$ cat config.mk
export PLATFORM = sky130hd
export DESIGN_NAME = rb2_drain
export DESIGN_NICKNAME = d
export VERILOG_FILES = /design/src/rtl/rb2_drain.sv
export SDC_FILE = /design/constraint.sdc
export NUM_CORES = 1
export LEC_CHECK = 0
export CAP_MARGIN = 20
export CORE_MARGIN = 2
export CORE_UTILIZATION = 50
export CTS_CLUSTER_DIAMETER = 30
export CTS_CLUSTER_SIZE = 20
export DETAILED_ROUTE_END_ITERATION = 6
export PLACE_DENSITY_LB_ADDON = 0.12
export SYNTH_ARGS = -nofsm -noshare
export SYNTH_HDL_FRONTEND = slang
export SYNTH_SLANG_ARGS = --single-unit
export TNS_END_PERCENT = 1
$ cat constraint.sdc
create_clock -name clk -period 2.8 [get_ports clk]
set_input_delay 0.28 -clock clk [delete_from_list [all_inputs] [get_ports clk]]
set_output_delay 0.28 -clock clk [all_outputs]
set_load 0.05 [all_outputs]
$ cat src/rtl/rb2_drain.sv
// rb2_drain: reads the 8-word RB2 result buffer in order and streams it through a 2-entry prefetch FIFO.
// Optional checksum word appended when RB2_DRAIN_CSUM_EN is defined.
module rb2_drain #(
   parameter int unsigned DW = 18,
   parameter int unsigned AW = 3
) (
   input  logic          clk,
   input  logic          rst,
   input  logic          start,
   output logic          RB2_RW,
   output logic [AW-1:0] RB2_A,
   input  logic [DW-1:0] RB2_Q,
   output logic          out_valid,
   input  logic          out_ready,
   output logic [DW-1:0] out_data,
   output logic [AW:0]   out_addr,
   output logic          out_last,
   output logic          busy,
   output logic          done
);
   localparam int unsigned    NW     = 1 << AW;
   localparam logic [AW-1:0]  LAST_A = AW'(NW - 1);
   localparam logic [1:0]     S_IDLE  = 2'd0;
   localparam logic [1:0]     S_READ  = 2'd1;
   localparam logic [1:0]     S_FLUSH = 2'd2;

   logic [1:0]    state, state_nxt;
   logic          start_q, start_edge;
   logic [AW-1:0] rd_cnt, pend_addr;
   logic          rd_pend;
   logic [1:0]    cnt, cnt_nxt;
   logic [DW-1:0] ent1_data;
   logic [AW:0]   ent1_addr;
   logic          ent1_last;
   logic          pop, issue, push, done_nxt;
   logic [2:0]    occ_after;
   logic [DW-1:0] new_data;
   logic [AW:0]   new_addr;
   logic          new_last;
`ifdef RB2_DRAIN_CSUM_EN
   logic [DW-1:0] sum;
   logic          csum_pend, push_cs;
`endif

   assign RB2_RW = 1'b1;
   assign RB2_A  = rd_cnt;

   // Next state; a read is issued only if it still fits after this cycle's pop.
   always_comb begin
      state_nxt  = state;
      done_nxt   = 1'b0;
      issue      = 1'b0;
      start_edge = start & ~start_q;
      pop        = out_valid & out_ready;
      occ_after  = 3'(cnt) + 3'(rd_pend) - 3'(pop);
      case (state)
         S_IDLE:  if (start_edge) state_nxt = S_READ;
         S_READ:  if (occ_after < 3'd2) begin
                     issue = 1'b1;
                     if (rd_cnt == LAST_A) state_nxt = S_FLUSH;
                  end
         S_FLUSH: if (pop && out_last) begin
                     state_nxt = S_IDLE;
                     done_nxt  = 1'b1;
                  end
         default: state_nxt = S_IDLE;
      endcase
   end

   // FIFO push source: SRAM response, or the checksum once word 7 has landed.
   always_comb begin
`ifdef RB2_DRAIN_CSUM_EN
      push_cs  = csum_pend && !(cnt == 2'd2 && !pop);
      push     = rd_pend | push_cs;
      new_data = push_cs ? sum : RB2_Q;
      new_addr = push_cs ? (AW+1)'(NW) : {1'b0, pend_addr};
      new_last = push_cs;
`else
      push     = rd_pend;
      new_data = RB2_Q;
      new_addr = {1'b0, pend_addr};
      new_last = (pend_addr == LAST_A);
`endif
      cnt_nxt = cnt + 2'(push) - 2'(pop);
   end

   always_ff @(posedge clk or negedge rst) begin
      if (!rst) state <= S_IDLE;
      else      state <= state_nxt;
   end

   // Datapath: head entry drives the outputs directly, second entry sits behind it.
   always_ff @(posedge clk or negedge rst) begin
      if (!rst) begin
         start_q   <= 1'b0;
         busy      <= 1'b0;
         done      <= 1'b0;
         rd_cnt    <= '0;
         pend_addr <= '0;
         rd_pend   <= 1'b0;
         cnt       <= '0;
         out_valid <= 1'b0;
         out_data  <= '0;
         out_addr  <= '0;
         out_last  <= 1'b0;
         ent1_data <= '0;
         ent1_addr <= '0;
         ent1_last <= 1'b0;
`ifdef RB2_DRAIN_CSUM_EN
         sum       <= '0;
         csum_pend <= 1'b0;
`endif
      end else begin
         start_q   <= start;
         busy      <= (state_nxt != S_IDLE);
         done      <= done_nxt;
         rd_pend   <= issue;
         cnt       <= cnt_nxt;
         out_valid <= (cnt_nxt != 2'd0);
         if (issue) begin
            pend_addr <= rd_cnt;
            rd_cnt    <= rd_cnt + AW'(1);
         end
         if (push && (cnt == 2'd0 || (cnt == 2'd1 && pop))) begin
            out_data <= new_data;
            out_addr <= new_addr;
            out_last <= new_last;
         end else if (pop && cnt == 2'd2) begin
            out_data <= ent1_data;
            out_addr <= ent1_addr;
            out_last <= ent1_last;
         end
         if (push && (cnt == 2'd2 || (cnt == 2'd1 && !pop))) begin
            ent1_data <= new_data;
            ent1_addr <= new_addr;
            ent1_last <= new_last;
         end
`ifdef RB2_DRAIN_CSUM_EN
         if (state == S_IDLE && start_edge) sum <= '0;
         else if (rd_pend)                  sum <= sum + RB2_Q;
         if (push_cs)                                csum_pend <= 1'b0;
         else if (rd_pend && pend_addr == LAST_A)    csum_pend <= 1'b1;
`endif
      end
   end
endmodule
==> flow_summary_export.csv, run 1 <==
group,metric,value,unit
cells_and_area,layout-area-overhead-vs-synth,28.0,%
critical_path,cp-startpoint,"out_ready",
cells_and_area,fin_nets,257,
clocking,clock_path_buffers,2,
clocking,clock_latency,0.33,ns
detailed_routing,wl,4.74,mm
clocking,cts_buffers,9,
placement,place.detailed.hpwl,3.15,mm
clocking,h-tree-depth,3,
logic_synthesis,synth_top_area_cell,"dfrtp_1",
timing,slew_headroom,0.366,
power_and_ir_drop,p_comb_frac,0.475,
critical_path,critPathSlowestCell,"clkdlybuf4s50_1",
status,status,"finished, final reports clean",
logic_synthesis,synth_nets,204,
power_and_ir_drop,switchingPower,1660,µW
global_route,grt_max_degree,43,
placement,port_buffers,49,
timing,fin_tns_setup,0,ns
flow_run,drv_cap,0,
detailed_routing,dr_wl_met3,231,µm
detailed_routing,drt-met1-wl,2.05,mm
timing,max_freq,0.419,GHz
global_route,grt_pass1_wl,7.98,mm
detailed_routing,drtIter0Drc,144,
die,die_w,74.2,µm
logic_synthesis,synthTopCellsByArea,"dfrtp_1 60%, mux2_2 12%, a22o_1 7.5%",
detailed_routing,dr.pass1.iters,4,
critical_path,reg2reg_slack,0.47,ns
timing,worst_hold_slack,0.0822,ns
timing,finalHoldViolCount,0,
power_and_ir_drop,clkPwrFrac,0.164,
die,ioPinCount,52,
die,core,4720,µm²
logic_synthesis,syn_area_per_cell,13.8,µm²
cells_and_area,antenna_cells,0,
timing,tightest_slew,0.950,ns
logic_synthesis,async_flop_share,1.00,
global_route,grt_pass1_vias,1675,
detailed_routing,num_vias,1616,
detailed_routing,drc,0,
die,initial_core_util,0.522,
critical_path,cp_num_buf_inv,3,
logic_synthesis,ys_warn_count,0,
die,dieArea,5510,µm²
placement,gp_congestion,0.720,
critical_path,cp-start-kind,"primary input",
critical_path,cp.arrival,2.60,ns
clocking,clk_pin_slew,0.06,ns
detailed_routing,avgRoutedWirePerCell,15.6,µm
timing,slew_viol_final,0,
logic_synthesis,synth_area,2460,µm²
detailed_routing,ant_nets,0,
clocking,cts_hold_buffers,0,
hold_path,hold_path_class,"primary input to asynchronous set/reset pin",
logic_synthesis,synth-seq-area-share,0.599,
die,row_count,25,
global_route,antenna_found_initial,0,
cells_and_area,drive_gt1_frac,0.208,
clocking,cts_tree,"yes",
global_route,track_usage,0.199,
timing,rsz0062_at_grt,"no",
power_and_ir_drop,power_leakage,0.00153,µW
logic_synthesis,ys.flop_type,"dfrtp_1",
global_route,gr-total-overflow,0,
critical_path,critPathKind,"primary input to flip-flop",
logic_synthesis,synth-edff-count,0,
logic_synthesis,ys_top_cells_by_count,"59 x dfrtp_1, 27 x mux2_2, 21 x a21o_1, 21 x a22o_1",
logic_synthesis,ys_seq_elements,59,
power_and_ir_drop,internal_power,2460,µW
clocking,ctsResizeCount,0,
critical_path,endpoint_kind,"flip-flop",
critical_path,timing.rr.start,"out_valid",
detailed_routing,met2_wirelength,2.33,mm
detailed_routing,dr.max_layer_used,"met4",
critical_path,critical_path_required,3.02,ns
power_and_ir_drop,finalPower,4130,µW
logic_synthesis,synth.distinct_cells,29,
logic_synthesis,yosysMostFrequentCell,"dfrtp_1",
clocking,cts_setup_buffers,0,
die,die_h,74.2,µm
critical_path,path_max_fanout,7,
clocking,cts_root_buf,"clkbuf_8",
power_and_ir_drop,p_sw_frac,0.403,
detailed_routing,via_per_inst,5.33,
logic_synthesis,synth.top_cell.area_share,0.599,
timing,setup_violations,0,
timing,fin_crit_sh,0.853,
clocking,cts.sinks,59,
critical_path,slowest_delay,0.50,ns
power_and_ir_drop,vdd_drop_max,0.000827,V
critical_path,cp_cell_sequence,"clkdlybuf4s50_1, nand2_1, xnor2_1, ha_1, inv_1, fa_1, inv_1, nor2_1, nand2_1, mux2_2",
power_and_ir_drop,p_seq_frac,0.361,
critical_path,cp_top_family,"adder cells",
logic_synthesis,synthCells,178,
timing,fin_skew,0.00418,ns
power_and_ir_drop,powerDensity,1310,nW/µm²
timing,finalCriticalPeriod,2.39,ns
-- stage by stage --
step	cell area [µm²]	setup slack, ns	utilization	instances
after global placement	2980	0.190	0.632	287
after floorplan	2460	0.353	-	178
after global routing	3160	0.304	0.668	303
after detailed placement	2980	0.0760	0.632	287
final	3160	0.412	0.668	303
after CTS	3160	0.411	0.668	303
-- layout make-up --
cell class	instances	area [µm²]
fill	340	1570
sequential	59	1480
inverter	3	11.3
timing repair buffer	53	515
clock inverter	2	10.0
clock buffer	14	163
multi-input combinational	105	896
tap	67	83.8
-- power by group through the flow --
stage | clock, µW | sequential (µW) | combinational (µW)
floorplan | 0 | 2060 | 843
global placement | 0 | 1480 | 1910
detailed placement | 0 | 1510 | 1980
CTS | 695 | 1490 | 1980
global route | 739 | 1550 | 2110
finish | 678 | 1490 | 1960
-- sequential cells by signal, indices dropped and copies added, names as in the netlist, 2 cells and up --
name / flops
ent1_data: 18
state: 2
cnt: 2
pend_addr: 3
RB2_A: 3
ent1_addr: 3
out_data: 18
out_addr: 3
-- kinds of logic (layout without fill, tap and decap cells) --
kind of cell | Yosys count | in the layout | synth area share
simple gates | 22 | 22 | 0.0472
flops | 59 | 59 | 0.599
mux | 27 | 27 | 0.123
other cells | 2 | 2 | 0.00305
xor+xnor | 3 | 3 | 0.0107
buf+inv | 14 | 72 | 0.0386
fa+ha+maj | 4 | 4 | 0.0234
compound gates | 47 | 47 | 0.155
-- metal layers --
layer / up-vias / GRT usage
met5: - / 0
met2: 46 / 0.311
li1: 739 / -
met1: 820 / 0.254
met3: 11 / 0.0488
met4: 0 / 0.117
-- placed cells by master, fill, tap and decap left out, types with 2 or more instances in the layout --
| cell | synthesis | layout |
|---|---|---|
| nand2_1 | 5 | 5 |
| nor2_1 | 5 | 4 |
| clkbuf_1 | 0 | 3 |
| nand3_1 | 2 | 2 |
| inv_1 | 3 | 3 |
| nand2b_1 | 2 | 2 |
| clkbuf_8 | 0 | 11 |
| a21o_1 | 21 | 21 |
| dfrtp_1 | 59 | 59 |
| conb_1 | 2 | 2 |
| a22o_1 | 21 | 21 |
| ha_1 | 3 | 3 |
| nor2_2 | 1 | 2 |
| mux2_2 | 27 | 27 |
| xnor2_1 | 2 | 2 |
| buf_4 | 4 | 4 |
| clkdlybuf4s50_1 | 0 | 48 |
| nor2b_1 | 2 | 2 |
| clkinv_2 | 0 | 2 |
-- worst paths after layout --
check / end / cells after the start
max: pend_addr[0] / 10
min: out_data[12] / 1
max reg2reg: pend_addr[0] / 9
min reg2reg: out_data[11] / 1
max in group asynchronous: out_data[13] / 2
min in group clk: start_q / 1
(Power assumes the default switching activity.)
==> run 2: changes to the inputs <==
==> constraint.sdc (replaced) <==
create_clock -name clk -period 2.8 [get_ports clk]
set_input_delay 0.28 -clock clk [delete_from_list [all_inputs] [get_ports clk]]
set_output_delay 0.28 -clock clk [all_outputs]
set_load 0.01 [all_outputs]
==> results of run 2 <==
The final DEF is identical to that of run 1. Status: finished, final reports clean.
Among the figures that moved: total power 4130 µW -> 3600 µW; worst IR drop on VDD 0.000827 V -> 0.000628 V
==> run 3: changes to the inputs <==
--- a/config.mk
+++ b/config.mk
@@ -15,4 +15,4 @@
 export SYNTH_ARGS = -nofsm -noshare
 export SYNTH_HDL_FRONTEND = slang
 export SYNTH_SLANG_ARGS = --single-unit
-export TNS_END_PERCENT = 1
+export TNS_END_PERCENT = 50
==> results of run 3 <==
The final DEF is identical to that of run 1. Status: finished, final reports clean.
Among the figures that moved: total power 4130 µW -> 3600 µW; worst IR drop on VDD 0.000827 V -> 0.000628 V
